File: config.mk
export PLATFORM = sky130hd
export DESIGN_NAME = numeric_entry
export DESIGN_NICKNAME = d
export VERILOG_FILES = /design/src/rtl/numeric_entry_pkg.sv /design/src/rtl/numeric_entry_bin_to_bcd.sv /design/src/rtl/numeric_entry.sv
export SDC_FILE = /design/constraint.sdc
export NUM_CORES = 1
export LEC_CHECK = 0
export BUFFER_PORTS_ARGS = -buffer_cell sky130_fd_sc_hd__buf_2
export CAP_MARGIN = 40
export CORE_AREA = 2 2 91 93
export CTS_CLUSTER_SIZE = 10
export DETAILED_ROUTE_END_ITERATION = 10
export DIE_AREA = 0 0 93 95
export GPL_TIMING_DRIVEN = 0
export PLACE_DENSITY = 0.94
export SETUP_SLACK_MARGIN = 0.05
export SKIP_CTS_REPAIR_TIMING = 1
export SLEW_MARGIN = 10
export SYNTH_ARGS = -nofsm -noshare
export SYNTH_HDL_FRONTEND = slang
export SYNTH_SLANG_ARGS = --single-unit
export TNS_END_PERCENT = 10
File: constraint.sdc
create_clock -name Clock -period 14.1 [get_ports Clock]
set_clock_uncertainty 0.1 [all_clocks]
set_input_delay 2.115 -clock Clock [delete_from_list [all_inputs] [get_ports Clock]]
set_output_delay 2.115 -clock Clock [all_outputs]
set_load 0.05 [all_outputs]
File: src/rtl/numeric_entry_pkg.sv
// Shared scan-code constants, entry FSM state encoding and digit-key decode
// for the PS/2 numeric-entry controllers.
package numeric_entry_pkg;

  localparam logic [7:0] SC_BRK   = 8'hF0;
  localparam logic [7:0] SC_EXT   = 8'hE0;
  localparam logic [7:0] SC_ENTER = 8'h5A;
  localparam logic [7:0] SC_BKSP  = 8'h66;
  localparam logic [7:0] SC_ESC   = 8'h76;
  localparam logic [7:0] SC_UP    = 8'h75;
  localparam logic [7:0] SC_DOWN  = 8'h72;

  typedef enum logic [1:0] {
    ST_IDLE = 2'b01,
    ST_EDIT = 2'b10
  } state_t;

  // {valid, digit}: main-row and keypad digits; caller must qualify with ext=0
  function automatic logic [4:0] decode_digit(input logic [7:0] code);
    case (code)
      8'h45, 8'h70: return 5'h10;
      8'h16, 8'h69: return 5'h11;
      8'h1E, 8'h72: return 5'h12;
      8'h26, 8'h7A: return 5'h13;
      8'h25, 8'h6B: return 5'h14;
      8'h2E, 8'h73: return 5'h15;
      8'h36, 8'h74: return 5'h16;
      8'h3D, 8'h6C: return 5'h17;
      8'h3E, 8'h75: return 5'h18;
      8'h46, 8'h7D: return 5'h19;
      default:      return 5'h00;
    endcase
  endfunction

endpackage

File: src/rtl/numeric_entry_bin_to_bcd.sv
// Combinational double-dabble converter used to show the committed value.
module numeric_entry_bin_to_bcd #(
  parameter int IN_W       = 10,
  parameter int NUM_DIGITS = 3
) (
  input  logic [IN_W-1:0]         bin,
  output logic [4*NUM_DIGITS-1:0] bcd
);

  logic [4*NUM_DIGITS+IN_W-1:0] sr;

  always_comb begin
    sr = '0;
    sr[IN_W-1:0] = bin;
    for (int i = 0; i < IN_W; i++) begin
      for (int d = 0; d < NUM_DIGITS; d++) begin
        if (sr[IN_W+4*d +: 4] >= 4'd5)
          sr[IN_W+4*d +: 4] = sr[IN_W+4*d +: 4] + 4'd3;
      end
      sr = sr << 1;
    end
    bcd = sr[IN_W +: 4*NUM_DIGITS];
  end

endmodule

File: src/rtl/numeric_entry.sv
// PS/2 numeric-entry controller: collects decimal digits, supports backspace,
// escape and arrow nudges, and commits a range-clamped binary value.
//   state | meaning
//   IDLE  | showing committed Value; arrows nudge it, a digit starts an edit
//   EDIT  | digits being collected in the BCD buffer
module numeric_entry
  import numeric_entry_pkg::*;
#(
  parameter int NUM_DIGITS  = 3,
  parameter int VAL_W       = 10,
  parameter int MIN_VAL     = 40,
  parameter int MAX_VAL     = 240,
  parameter int DEFAULT_VAL = 120,
  parameter int STEP        = 1
) (
  input  logic                    Clock,
  input  logic                    nReset,
  input  logic                    Enable,
  input  logic [7:0]              data,
  input  logic                    data_en,
  output logic [VAL_W-1:0]        Value,
  output logic                    value_valid,
  output logic                    clamped,
  output logic                    editing,
  output logic [2:0]              digit_count,
  output logic [4*NUM_DIGITS-1:0] disp_bcd
);

  localparam int BUF_W = 4*NUM_DIGITS;

  state_t            state;
  logic [BUF_W-1:0]  buffer;
  logic              brk, ext;
  logic [4:0]        key_dig;
  logic              is_key, is_digit;
  logic [31:0]       bin, up_raw, down_raw;
  logic [VAL_W:0]    commit_res, up_res, down_res;
  logic [BUF_W-1:0]  value_bcd;

  // {was_clamped, clamped_value}
  function automatic logic [VAL_W:0] clamp_val(input logic [31:0] x);
    if (x < 32'(MIN_VAL)) return {1'b1, VAL_W'(MIN_VAL)};
    if (x > 32'(MAX_VAL)) return {1'b1, VAL_W'(MAX_VAL)};
    return {1'b0, x[VAL_W-1:0]};
  endfunction

  always_comb begin
    key_dig  = decode_digit(data);
    is_key   = (data != SC_BRK) && (data != SC_EXT) && !brk;
    is_digit = key_dig[4] && !ext;

    bin = '0;
    for (int i = NUM_DIGITS-1; i >= 0; i--)
      bin = bin * 32'd10 + 32'(buffer[4*i +: 4]);

    // saturate at the register range before clamping so nothing can wrap
    up_raw = 32'(Value) + 32'(STEP);
    if (up_raw > 32'((1 << VAL_W) - 1)) up_raw = 32'((1 << VAL_W) - 1);
    down_raw = (32'(Value) < 32'(STEP)) ? 32'd0 : 32'(Value) - 32'(STEP);

    commit_res = clamp_val(bin);
    up_res     = clamp_val(up_raw);
    down_res   = clamp_val(down_raw);
  end

  always_ff @(posedge Clock or negedge nReset) begin
    if (!nReset) begin
      state       <= ST_IDLE;
      buffer      <= '0;
      digit_count <= '0;
      brk         <= 1'b0;
      ext         <= 1'b0;
      Value       <= VAL_W'(DEFAULT_VAL);
      value_valid <= 1'b0;
      clamped     <= 1'b0;
    end else begin
      value_valid <= 1'b0;
      clamped     <= 1'b0;

      if (data_en) begin
        if (data == SC_BRK)      brk <= 1'b1;
        else if (data == SC_EXT) ext <= 1'b1;
        else begin
          brk <= 1'b0;
          ext <= 1'b0;
        end
      end

      if (!Enable) begin
        state       <= ST_IDLE;
        buffer      <= '0;
        digit_count <= '0;
      end else if (data_en && is_key) begin
        case (state)
          ST_IDLE: begin
            if (is_digit) begin
              buffer      <= BUF_W'(key_dig[3:0]);
              digit_count <= 3'd1;
              state       <= ST_EDIT;
            end else if (ext && data == SC_UP) begin
              {clamped, Value} <= up_res;
              value_valid      <= 1'b1;
            end else if (ext && data == SC_DOWN) begin
              {clamped, Value} <= down_res;
              value_valid      <= 1'b1;
            end
          end
          ST_EDIT: begin
            if (is_digit) begin
              if (digit_count < 3'(NUM_DIGITS)) begin
                buffer      <= (buffer << 4) | BUF_W'(key_dig[3:0]);
                digit_count <= digit_count + 3'd1;
              end
            end else if (data == SC_BKSP) begin
              buffer      <= buffer >> 4;
              digit_count <= digit_count - 3'd1;
              if (digit_count == 3'd1) state <= ST_IDLE;
            end else if (data == SC_ESC) begin
              buffer      <= '0;
              digit_count <= '0;
              state       <= ST_IDLE;
            end else if (data == SC_ENTER) begin
              {clamped, Value} <= commit_res;
              value_valid      <= 1'b1;
              buffer           <= '0;
              digit_count      <= '0;
              state            <= ST_IDLE;
            end
          end
          default: state <= ST_IDLE;
        endcase
      end
    end
  end

  assign editing  = (state == ST_EDIT);
  assign disp_bcd = editing ? buffer : value_bcd;

  numeric_entry_bin_to_bcd #(
    .IN_W       (VAL_W),
    .NUM_DIGITS (NUM_DIGITS)
  ) u_bcd (
    .bin (Value),
    .bcd (value_bcd)
  );

endmodule

==> flow_summary_export.csv <==
group,metric,value,unit
yosys,synth_ff_type,"dfrtp_1",
routing,wl_per_cell,16.9,um
placed_design,port-buffer-count,37,
timing,finalSetupViolations,0,
clocking,tritoncts,"yes",
placed_design,pre_cts_ws,3.00,ns
clocking,clockBufferDepth,2,
routing,first_pass_iters,5,
setup_path,crit_slowest_cell,"a2111o_1",
yosys,synth_cells,691,
cells_and_area,area_growth_syn_to_layout,7.87,%
floorplan,die_h,95,um
cells_and_area,layout.nets,814,
global_route,grt_first_pass_wirelength,23.7,mm
global_route,antenna_found_initial,0,
yosys,avgSynthCellArea,7.52,um2
yosys,synth_area,5200,um2
yosys,yosysUniqueCellTypes,82,
floorplan,num_io_pins,40,
yosys,synthTopCellsByArea,"ha_1 (15%), dfrtp_1 (13%), xnor2_1 (5.2%), nand2_1 (5.0%), o21ai_0 (4.7%)",
yosys,synth_edf_count,0,
timing,setup_slack,2.37,ns
timing,fmax,0.0852,GHz
timing,relSlewSlack,52.7,%
placed_design,placed_cell_area,5520,um2
status,outcome,"finished, final reports clean",
timing,final.min_clock_period,11.73,ns
routing,vias_per_cell,6.50,
routing,drt_iter0_drc,454,
routing,totalWireLength,14.2,mm
global_route,grt-ovfl-total,0,
floorplan,die-area,8840,um2
timing,fin_crit_sh,83.2,%
setup_path,crit_required,11.89,ns
yosys,ys_async_sr_fraction,100,%
global_route,grt_max_degree,32,
clocking,clockRootBuffer,"clkbuf_8",
setup_path,end_kind,"output port",
clocking,clk_latency,0.30,ns
timing,hold_viol,0,
timing,finalMaxSlewViolations,0,
timing,fin_setup_tns,0,ns
routing,vias,5480,
min_path,hp-class,"flip-flop to flip-flop",
cells_and_area,drive_above_1_share,11.8,%
placed_design,placed_cells,835,
yosys,ys_seq_area_share,15.0,%
global_route,grt_pass1_vias,5309,
clocking,cts_buffers,5,
setup_path,cp-start-kind,"flip-flop",
yosys,yosys_register_bits,31,
floorplan,fp-row-count,33,
clocking,clkTransAtPathRegs,0.08,ns
global_route,grt.total_usage,32.7,%
floorplan,fp.coreArea,7930,um2
cells_and_area,finalInstanceArea,5610,um2
setup_path,crit_top_cell,"ha_1",
timing,rsz0062_at_grt,"no",
yosys,synth_most_common_cell,"nand2_1",
floorplan,die_w,93,um
yosys,synth_top_area_share,14.7,%
yosys,yosysWarnings,0,
routing,antenna_left,0,
placed_design,dp_hpwl,11.0,mm
yosys,synth_fp_nets,768,
cells_and_area,num_antenna_cells,0,
placed_design,place_congestion,0.937,
clocking,cts_sinks,31,
yosys,synth_commonest_cells,"nand2_1 (69), nor2_1 (62), ha_1 (61)",
setup_path,arrival,9.52,ns
cells_and_area,fillers,625,
yosys,synth_area_leader_cell,"ha_1",
run,maxCapViolations,0,
setup_path,critPathMaxFanout,8,
setup_path,critPathKind,"flip-flop to output port",
floorplan,start_util,65.6,%
clocking,htree_num_levels,2,
timing,worstMarginPinSlew,0.709,ns
setup_path,max_stage_delay,0.46,ns
cells_and_area,layout.cells.non_filler,843,
routing,drc,0,
-- routing by layer --
metal	up-vias	global-route usage [%]	wire length, um
met5	-	0	0
met4	0	14.1	502
met3	51	3.91	945
met2	284	58.7	7000
met1	2551	39.5	5760
li1	2594	-	-
-- metrics by stage --
stage,hold slack (ns),utilization (%)
finish,0.437,70.7
floorplan,0.385,-
detailed placement,0.424,69.7
global placement,0.419,69.6
global route,0.480,70.7
CTS,0.440,70.7
-- path summary, 6_finish.rpt --
path | startpoint | to | slack [ns] | depth (start not counted)
setup / recovery | Value[7] | disp_bcd[4] | 2.37 | 38
hold / removal | brk | brk | 0.44 | 2
setup reg to reg | buffer[9] | Value[5] | 9.18 | 15
hold reg to reg | brk | brk | 0.44 | 2
max in group asynchronous | nReset | buffer[6] | 11.69 | 1
min in group asynchronous | nReset | buffer[1] | 1.76 | 1
-- placed cells by master, fill, tap and decap left out, drive strengths merged, types with 20 or more instances in the layout --
cell and count:
clkbuf 33, nand2 69, nand3 24, nor3 20, xnor2 33, nor2 62
dfrtp 26, a21oi 41, o21ai 52, inv 41, ha 61, buf 44
-- critical path: cells and delay by family, from the launching register on --
family          cells  cell delay [ns]
compound gates      9             1.96
xor+xnor            5             1.49
fa+ha+maj           8             2.22
buf+inv             4             0.78
flops               1             0.41
simple gates       12             2.33
-- state kept, by name (all words and copies together), names as in the netlist --
register / flops
Value: 10
brk: 1
buffer: 12
clamped: 1
digit_count: 3
ext: 1
state: 2
value_valid: 1
-- cells by family after synthesis --
logic type | after synthesis | share of synthesized area [%]
AOI/OAI and AO/OA | 195 | 25.4
xor gates and xnor gates | 36 | 6.35
adders and majority gates | 65 | 16.2
buffers and inverters | 76 | 6.06
DFF | 31 | 15.0
muxes | 27 | 5.97
and+or+nand+nor | 261 | 24.9
-- cell type report --
class / count / area, um2 / share of cell area (%)
timing repair buffer: 39 / 193 / 3.44
sequential: 31 / 782 / 13.9
tap: 105 / 131 / 2.34
inverter: 44 / 165 / 2.95
clock inverter: 2 / 12.5 / 0.223
buffer: 32 / 150 / 2.68
multi-input combinational: 584 / 4100 / 73.1
clock buffer: 6 / 72.6 / 1.29
Power is left out: the tool's default activity adds up to more than one toggle a clock period on the data nets, which glitch-free logic cannot reach.
